[src/rtl/alu_pkg.sv]
// ---------------------------------------------------------------------------
// alu_pkg
// Definitions shared by the ALU issue controller and its register file.
//   - word, flag, opcode and register-address widths
//   - bit positions of the fields in the 18-bit instruction word
//   - opcode constants and a legality helper
//   - FSM state type of the issue controller
// ---------------------------------------------------------------------------
package alu_pkg;

    localparam int WORD_W  = 19;
    localparam int FLAG_W  = 8;
    localparam int OPC_W   = 6;
    localparam int REG_AW  = 3;
    localparam int REG_NUM = 8;
    localparam int IMM_W   = 3;
    localparam int INSTR_W = 18;

    // Instruction word layout: opcode | rd | rs1 | rs2 | imm
    localparam int OPC_MSB = 17;
    localparam int OPC_LSB = 12;
    localparam int RD_MSB  = 11;
    localparam int RD_LSB  = 9;
    localparam int RS1_MSB = 8;
    localparam int RS1_LSB = 6;
    localparam int RS2_MSB = 5;
    localparam int RS2_LSB = 3;
    localparam int IMM_MSB = 2;
    localparam int IMM_LSB = 0;

    // ALU flag bit reporting a divide by zero
    localparam int FLAG_DIV0 = 0;

    // Legal opcodes form one contiguous run plus one isolated code
    localparam logic [OPC_W-1:0] OP_ADD       = 6'b000001;
    localparam logic [OPC_W-1:0] OP_RUN_LAST  = 6'b001001;
    localparam logic [OPC_W-1:0] OP_ISOLATED  = 6'b001011;

    typedef enum logic [1:0] {
        ST_IDLE    = 2'd0,
        ST_ISSUE   = 2'd1,
        ST_CAPTURE = 2'd2,
        ST_RESP    = 2'd3
    } state_t;

    function automatic logic is_legal_opcode(input logic [OPC_W-1:0] op);
        return ((op >= OP_ADD) && (op <= OP_RUN_LAST)) || (op == OP_ISOLATED);
    endfunction

endpackage

[src/rtl/alu_regfile.sv]
// ---------------------------------------------------------------------------
// alu_regfile
// 8 x 19-bit register file with two asynchronous read ports and a single
// write port shared by a host writer and the ALU writeback. When both write
// the same register on the same edge, the writeback value is kept.
// Ports:
//   clk, reset                   clock, asynchronous active-low reset
//   host_we/host_waddr/host_wdata host write request
//   wb_we/wb_waddr/wb_wdata       ALU writeback request (higher priority)
//   raddr_a/rdata_a               read port A (combinational)
//   raddr_b/rdata_b               read port B (combinational)
// ---------------------------------------------------------------------------
module alu_regfile
    import alu_pkg::*;
(
    input  logic              clk,
    input  logic              reset,
    input  logic              host_we,
    input  logic [REG_AW-1:0] host_waddr,
    input  logic [WORD_W-1:0] host_wdata,
    input  logic              wb_we,
    input  logic [REG_AW-1:0] wb_waddr,
    input  logic [WORD_W-1:0] wb_wdata,
    input  logic [REG_AW-1:0] raddr_a,
    output logic [WORD_W-1:0] rdata_a,
    input  logic [REG_AW-1:0] raddr_b,
    output logic [WORD_W-1:0] rdata_b
);

    logic [WORD_W-1:0] mem_q [REG_NUM];
    logic [WORD_W-1:0] mem_d [REG_NUM];

    // The writeback is applied after the host write so it wins a collision
    always_comb begin
        for (int i = 0; i < REG_NUM; i++) begin
            mem_d[i] = mem_q[i];
        end
        if (host_we) begin
            mem_d[host_waddr] = host_wdata;
        end
        if (wb_we) begin
            mem_d[wb_waddr] = wb_wdata;
        end
    end

    always_ff @(posedge clk or negedge reset) begin
        if (!reset) begin
            for (int i = 0; i < REG_NUM; i++) begin
                mem_q[i] <= '0;
            end
        end else begin
            for (int i = 0; i < REG_NUM; i++) begin
                mem_q[i] <= mem_d[i];
            end
        end
    end

    assign rdata_a = mem_q[raddr_a];
    assign rdata_b = mem_q[raddr_b];

endmodule

[src/rtl/alu_issue_ctrl.sv]
// ---------------------------------------------------------------------------
// alu_issue_ctrl
// Accepts one instruction at a time, reads its operands from a local register
// file, issues a single-cycle request to an external ALU, captures the ALU
// result in the following cycle, writes it back (unless the ALU reports a
// divide by zero) and presents it on a ready/valid result channel.
// Illegal opcodes bypass the ALU and return an error response.
// Ports:
//   clk, reset                         clock, asynchronous active-low reset
//   instr_valid/instr_ready/instr      instruction channel
//   rf_we/rf_waddr/rf_wdata            host register-file write
//   aluen/opcode/r2/r3/imm             request to the ALU
//   r1/FLAG                            ALU result, valid the cycle after aluen
//   res_valid/res_ready/res_data/
//   res_flag/res_err                   result channel
//   sticky_flag                        OR of all captured flags; present only
//                                      when ALU_ISSUE_STICKY_FLAG_EN is defined
// ---------------------------------------------------------------------------
module alu_issue_ctrl
    import alu_pkg::*;
(
    input  logic               clk,
    input  logic               reset,
    input  logic               instr_valid,
    output logic               instr_ready,
    input  logic [INSTR_W-1:0] instr,
    input  logic               rf_we,
    input  logic [REG_AW-1:0]  rf_waddr,
    input  logic [WORD_W-1:0]  rf_wdata,
    output logic               aluen,
    output logic [OPC_W-1:0]   opcode,
    output logic [WORD_W-1:0]  r2,
    output logic [WORD_W-1:0]  r3,
    output logic [IMM_W-1:0]   imm,
    input  logic [WORD_W-1:0]  r1,
    input  logic [FLAG_W-1:0]  FLAG,
    output logic               res_valid,
    input  logic               res_ready,
    output logic [WORD_W-1:0]  res_data,
    output logic [FLAG_W-1:0]  res_flag,
    output logic               res_err
`ifdef ALU_ISSUE_STICKY_FLAG_EN
    ,
    output logic [FLAG_W-1:0]  sticky_flag
`endif
);

    state_t            state_q, state_d;
    logic              ready_en_q, ready_en_d;
    logic [OPC_W-1:0]  opcode_q, opcode_d;
    logic [REG_AW-1:0] rd_q, rd_d;
    logic [REG_AW-1:0] rs1_q, rs1_d;
    logic [REG_AW-1:0] rs2_q, rs2_d;
    logic [IMM_W-1:0]  imm_q, imm_d;
    logic [WORD_W-1:0] res_data_q, res_data_d;
    logic [FLAG_W-1:0] res_flag_q, res_flag_d;
    logic              res_err_q, res_err_d;
`ifdef ALU_ISSUE_STICKY_FLAG_EN
    logic [FLAG_W-1:0] sticky_q, sticky_d;
`endif

    logic              handshake;
    logic              wb_we;
    logic [WORD_W-1:0] rdata_a;
    logic [WORD_W-1:0] rdata_b;

    alu_regfile u_rf (
        .clk        (clk),
        .reset      (reset),
        .host_we    (rf_we),
        .host_waddr (rf_waddr),
        .host_wdata (rf_wdata),
        .wb_we      (wb_we),
        .wb_waddr   (rd_q),
        .wb_wdata   (r1),
        .raddr_a    (rs1_q),
        .rdata_a    (rdata_a),
        .raddr_b    (rs2_q),
        .rdata_b    (rdata_b)
    );

    // ready_en_q keeps instr_ready low while reset is held even though the
    // state register already sits in IDLE; it rises on the first edge after
    // reset is released.
    assign instr_ready = ready_en_q && (state_q == ST_IDLE);
    assign handshake   = instr_valid && instr_ready;

    // The ALU request is only driven during ISSUE. Operands come straight
    // from the register file so a host write on the ISSUE edge lands after
    // the ALU has already sampled them.
    assign aluen  = (state_q == ST_ISSUE);
    assign opcode = aluen ? opcode_q : '0;
    assign r2     = aluen ? rdata_a  : '0;
    assign r3     = aluen ? rdata_b  : '0;
    assign imm    = aluen ? imm_q    : '0;

    assign res_valid = (state_q == ST_RESP);
    assign res_data  = res_data_q;
    assign res_flag  = res_flag_q;
    assign res_err   = res_err_q;

    // Next-state and datapath update. The ALU clears r1 one cycle after it
    // presents it, so the capture and writeback both happen on the single
    // edge that closes CAPTURE.
    always_comb begin
        state_d    = state_q;
        ready_en_d = 1'b1;
        opcode_d   = opcode_q;
        rd_d       = rd_q;
        rs1_d      = rs1_q;
        rs2_d      = rs2_q;
        imm_d      = imm_q;
        res_data_d = res_data_q;
        res_flag_d = res_flag_q;
        res_err_d  = res_err_q;
        wb_we      = 1'b0;
`ifdef ALU_ISSUE_STICKY_FLAG_EN
        sticky_d   = sticky_q;
`endif

        case (state_q)
            ST_IDLE: begin
                if (handshake) begin
                    if (is_legal_opcode(instr[OPC_MSB:OPC_LSB])) begin
                        opcode_d = instr[OPC_MSB:OPC_LSB];
                        rd_d     = instr[RD_MSB:RD_LSB];
                        rs1_d    = instr[RS1_MSB:RS1_LSB];
                        rs2_d    = instr[RS2_MSB:RS2_LSB];
                        imm_d    = instr[IMM_MSB:IMM_LSB];
                        state_d  = ST_ISSUE;
                    end else begin
                        res_data_d = '0;
                        res_flag_d = '0;
                        res_err_d  = 1'b1;
                        state_d    = ST_RESP;
                    end
                end
            end
            ST_ISSUE: begin
                state_d = ST_CAPTURE;
            end
            ST_CAPTURE: begin
                res_data_d = r1;
                res_flag_d = FLAG;
                res_err_d  = FLAG[FLAG_DIV0];
                wb_we      = !FLAG[FLAG_DIV0];
`ifdef ALU_ISSUE_STICKY_FLAG_EN
                sticky_d   = sticky_q | FLAG;
`endif
                state_d    = ST_RESP;
            end
            ST_RESP: begin
                if (res_ready) begin
                    state_d = ST_IDLE;
                end
            end
            default: begin
                state_d = ST_IDLE;
            end
        endcase
    end

    always_ff @(posedge clk or negedge reset) begin
        if (!reset) begin
            state_q    <= ST_IDLE;
            ready_en_q <= 1'b0;
            opcode_q   <= '0;
            rd_q       <= '0;
            rs1_q      <= '0;
            rs2_q      <= '0;
            imm_q      <= '0;
            res_data_q <= '0;
            res_flag_q <= '0;
            res_err_q  <= 1'b0;
        end else begin
            state_q    <= state_d;
            ready_en_q <= ready_en_d;
            opcode_q   <= opcode_d;
            rd_q       <= rd_d;
            rs1_q      <= rs1_d;
            rs2_q      <= rs2_d;
            imm_q      <= imm_d;
            res_data_q <= res_data_d;
            res_flag_q <= res_flag_d;
            res_err_q  <= res_err_d;
        end
    end

`ifdef ALU_ISSUE_STICKY_FLAG_EN
    always_ff @(posedge clk or negedge reset) begin
        if (!reset) begin
            sticky_q <= '0;
        end else begin
            sticky_q <= sticky_d;
        end
    end

    assign sticky_flag = sticky_q;
`endif

endmodule

[config.mk]
export PLATFORM = sky130hd
export DESIGN_NAME = alu_issue_ctrl
export DESIGN_NICKNAME = d
export VERILOG_FILES = /design/src/rtl/alu_pkg.sv /design/src/rtl/alu_regfile.sv /design/src/rtl/alu_issue_ctrl.sv
export SDC_FILE = /design/constraint.sdc
export NUM_CORES = 1
export LEC_CHECK = 0
export ABC_AREA = 1
export BUFFER_PORTS_ARGS = -buffer_cell sky130_fd_sc_hd__buf_4
export CAP_MARGIN = 10
export CORE_MARGIN = 2
export CORE_UTILIZATION = 53
export DETAILED_ROUTE_END_ITERATION = 16
export PLACE_DENSITY = 0.8
export SETUP_SLACK_MARGIN = 0.4
export SYNTH_ARGS = -nofsm -noshare
export SYNTH_HDL_FRONTEND = slang
export SYNTH_SLANG_ARGS = --single-unit
[constraint.sdc]
create_clock -name clk -period 3.97 [get_ports clk]
set_input_delay 0.1985 -clock clk [delete_from_list [all_inputs] [get_ports clk]]
set_output_delay 0.1985 -clock clk [all_outputs]
set_load 0.05 [all_outputs]
==> impl_metrics.toml <==
[layout]
utilization_pct = 63.2
area_growth_pct = 16.7
design_area_um2 = 14400
register_area_um2 = 5040
layout.nets = 1930
drive_above_1_share_pct = 12.4
diodes = 0
multi_input_area_um2 = 5930
nFillCells = 1968
final_cells = 2182

[yosys]
yosysMostFrequentCell = "nand2_1"
ys_seq_area_share_pct = 40.8
ys_ff_latch = 201
synth_common_cells = "364 x nand2_1, 231 x o21ai_0, 201 x dfrtp_1, 200 x nor2_1, 183 x inv_1"
synth_nets = 1861
synth.area.top_cells = "dfrtp_1 41%, nand2_1 11%, o21ai_0 9.4%"
syn_area_per_cell_um2 = 6.92
yosys_most_used_dff = "dfrtp_1"
postSynthCellCount = 1784
synthDistinctLibCells = 22
ys_async_sr_fraction_pct = 100
synthDominantAreaCellType = "dfrtp_1"
ys_warn_count = 0
synth_top_area_share_pct = 40.8
synth_edf_count = 0
synth_area_um2 = 12300

[detailed_routing]
drt_iter0_markers = 1426
vias = 13065
wl_per_cell_um = 18.9
routed_via_density = 5.99
first_pass_iters = 8
drc = 0
wirelength_um = 41200
drtAntennaViolNets = 0

[global_route]
antenna_found_initial = 2
grt_pass1_wl_um = 66200
grt_use_total_pct = 34.0
grt_pass1_vias = 12403
grt_start_max_net_pins = 109
grt_overflow = 0

[timing]
drv_slew = 0
hold_viol = 0
period_minus_slack_ps = 3140
relSlewSlack_pct = 30.1
grt_setup_unrepaired = "no"
tightest_slew_ps = 1050
skew_ps = 5.87
setup_violations = 0
setup_tns_ps = 0
fmax_ghz = 0.318
fin_crit_sh_pct = 79.1

[clock_tree]
clkLatencyLatePin_ps = 520
numClockSinks = 201
postCtsSetupBuffers = 0
clk_pin_slew_ps = 60
cts_tree = "done"
cts_buffers = 23
clockBufferDepth = 3
cts_root_buf = "clkbuf_16"
cts_max_level = 1

[critical_path]
r2r_setup_slack_ps = 1740
crit_start = "rs2_q[0]"
cp_common_cell = "nor2_1"
start_kind = "register"
worstPathRequired_ps = 3770
rr_worst_depth = 8
worstPathMaxFanout = 68
worstSetupPathType = "register to primary output"
cp.arrival_ps = 2940
setup.worst_path.end_class = "primary output"
cpMaxStageDelayCell = "dfrtp_4"
crit_chain = "clkinv_1, nor2_1, o21ai_1, nor2_1, nor2_1, buf_4"
max_stage_delay_ps = 850
r2r-start = "state_q[0]"
worstReg2RegEnd = "u_rf.mem_q[20]"
endpoint = "r3[17]"

[die]
dieWidth_um = 157
die_h_um = 157
row_count = 55
die_area_um2 = 24500
ios = 150
initial_core_util_pct = 54.2
core_area_um2 = 22800

[placement]
place_hpwl_um = 25700
placed_area_um2 = 13500
dp_cells = 2118
io_buffers = 149
gp_congestion = 0.918

[power_and_ir_drop]
total_power_uw = 11200
p_leak_uw = 0.00706
p_per_area_nw_per_um2 = 781
ir_drop_uv = 741

[run]
drv_cap = 0

[status]
status = "completed"

[min_path]
hp-class = "primary input to register"
-- cells in the final DEF (no fill, tap or decap), types with 23 or more instances in the layout --
master / synthesis / layout
nor2_1: 200 / 200
clkbuf_16: 0 / 23
nand2_1: 364 / 364
dfrtp_1: 201 / 195
o211ai_1: 114 / 114
a31oi_1: 76 / 76
nand3_1: 147 / 147
inv_1: 183 / 183
buf_4: 4 / 181
dlygate4sd3_1: 0 / 23
a21oi_1: 77 / 77
o21ai_0: 231 / 231
-- state kept, by name, indices dropped and copies added (netlist names) --
name,count
res_data,19
opcode_q,6
rd_q,3
imm_q,3
ready_en_q,1
rs2_q,3
rs1_q,3
state_q,2
res_flag,8
res_err,1
u_rf.mem_q,152
-- where the power goes --
| group | leakage, uW | switching (uW) | total [uW] | internal [uW] |
|---|---|---|---|---|
| clock | 0.000366 | 867 | 2060 | 1190 |
| sequential | 0.00239 | 884 | 3760 | 2880 |
| combinational | 0.00430 | 3610 | 5430 | 1820 |
| total | 0.00706 | 5360 | 11200 | 5890 |
-- worst min path at each step --
stage                     start              end  slack [ps]  depth (start not counted)
after floorplan           reset         imm_q[0]        -100                          0
after global routing      r1[9]  u_rf.mem_q[104]          10                          3
after CTS                 r1[9]   u_rf.mem_q[85]           1                          3
after global placement    reset      res_data[0]         380                          1
final                     r1[2]   u_rf.mem_q[78]           5                          3
after detailed placement  reset      res_data[0]         380                          1
-- area by class of cell --
| type | instances | share of cell area, % |
|---|---|---|
| Timing Repair Buffer | 206 | 11.3 |
| Multi-Input combinational cell | 1236 | 41.2 |
| Clock buffer | 34 | 4.77 |
| Clock inverter | 7 | 0.243 |
| Sequential cell | 201 | 35.0 |
| Inverter | 185 | 4.82 |
| Tap cell | 313 | 2.72 |
-- timing repair --
item	CTS	global route
resized for setup	0	0
hold buffers	23	0
hold endpoints to repair	127	0
-- per-layer routing --
metal	wire, um	vias up	GRT usage, %
met4	1490	2	14.5
li1	-	6058	-
met1	16000	5988	44.8
met3	5290	144	9.11
met2	18400	873	53.1
met5	12	-	0
-- stage by stage --
| step | setup WS (ps) | hold WS (ps) |
|---|---|---|
| 2_1_floorplan | 1450 | -97.1 |
| 3_3_place_gp | 1440 | 382 |
| 3_5_place_dp | 1430 | 377 |
| 4_1_cts | 887 | 1.19 |
| 5_1_grt | 640 | 10.8 |
| 6_report | 828 | 5.15 |
-- worst max-delay path, delay by kind of cell (launching register included) --
kind,cells,cell delay [ps]
AND/OR/NAND/NOR,3,450
AO/OA/AOI/OAI,1,100
buffers and inverters,2,1000
flip-flops,1,850
-- cells by family (layout without fill, tap and decap cells) --
logic type                 count (synthesis)  count (layout)  share of synthesized area (%)
other                                      1               1                         0.0304
adders and majority gates                  5               5                          0.507
DFF                                      201             201                           40.8
buffers and inverters                    347             432                           11.3
and+or+nand+nor                          716             716                           23.4
AOI/OAI and AO/OA                        514             514                           24.0
Power figures use the tool's default switching activity.
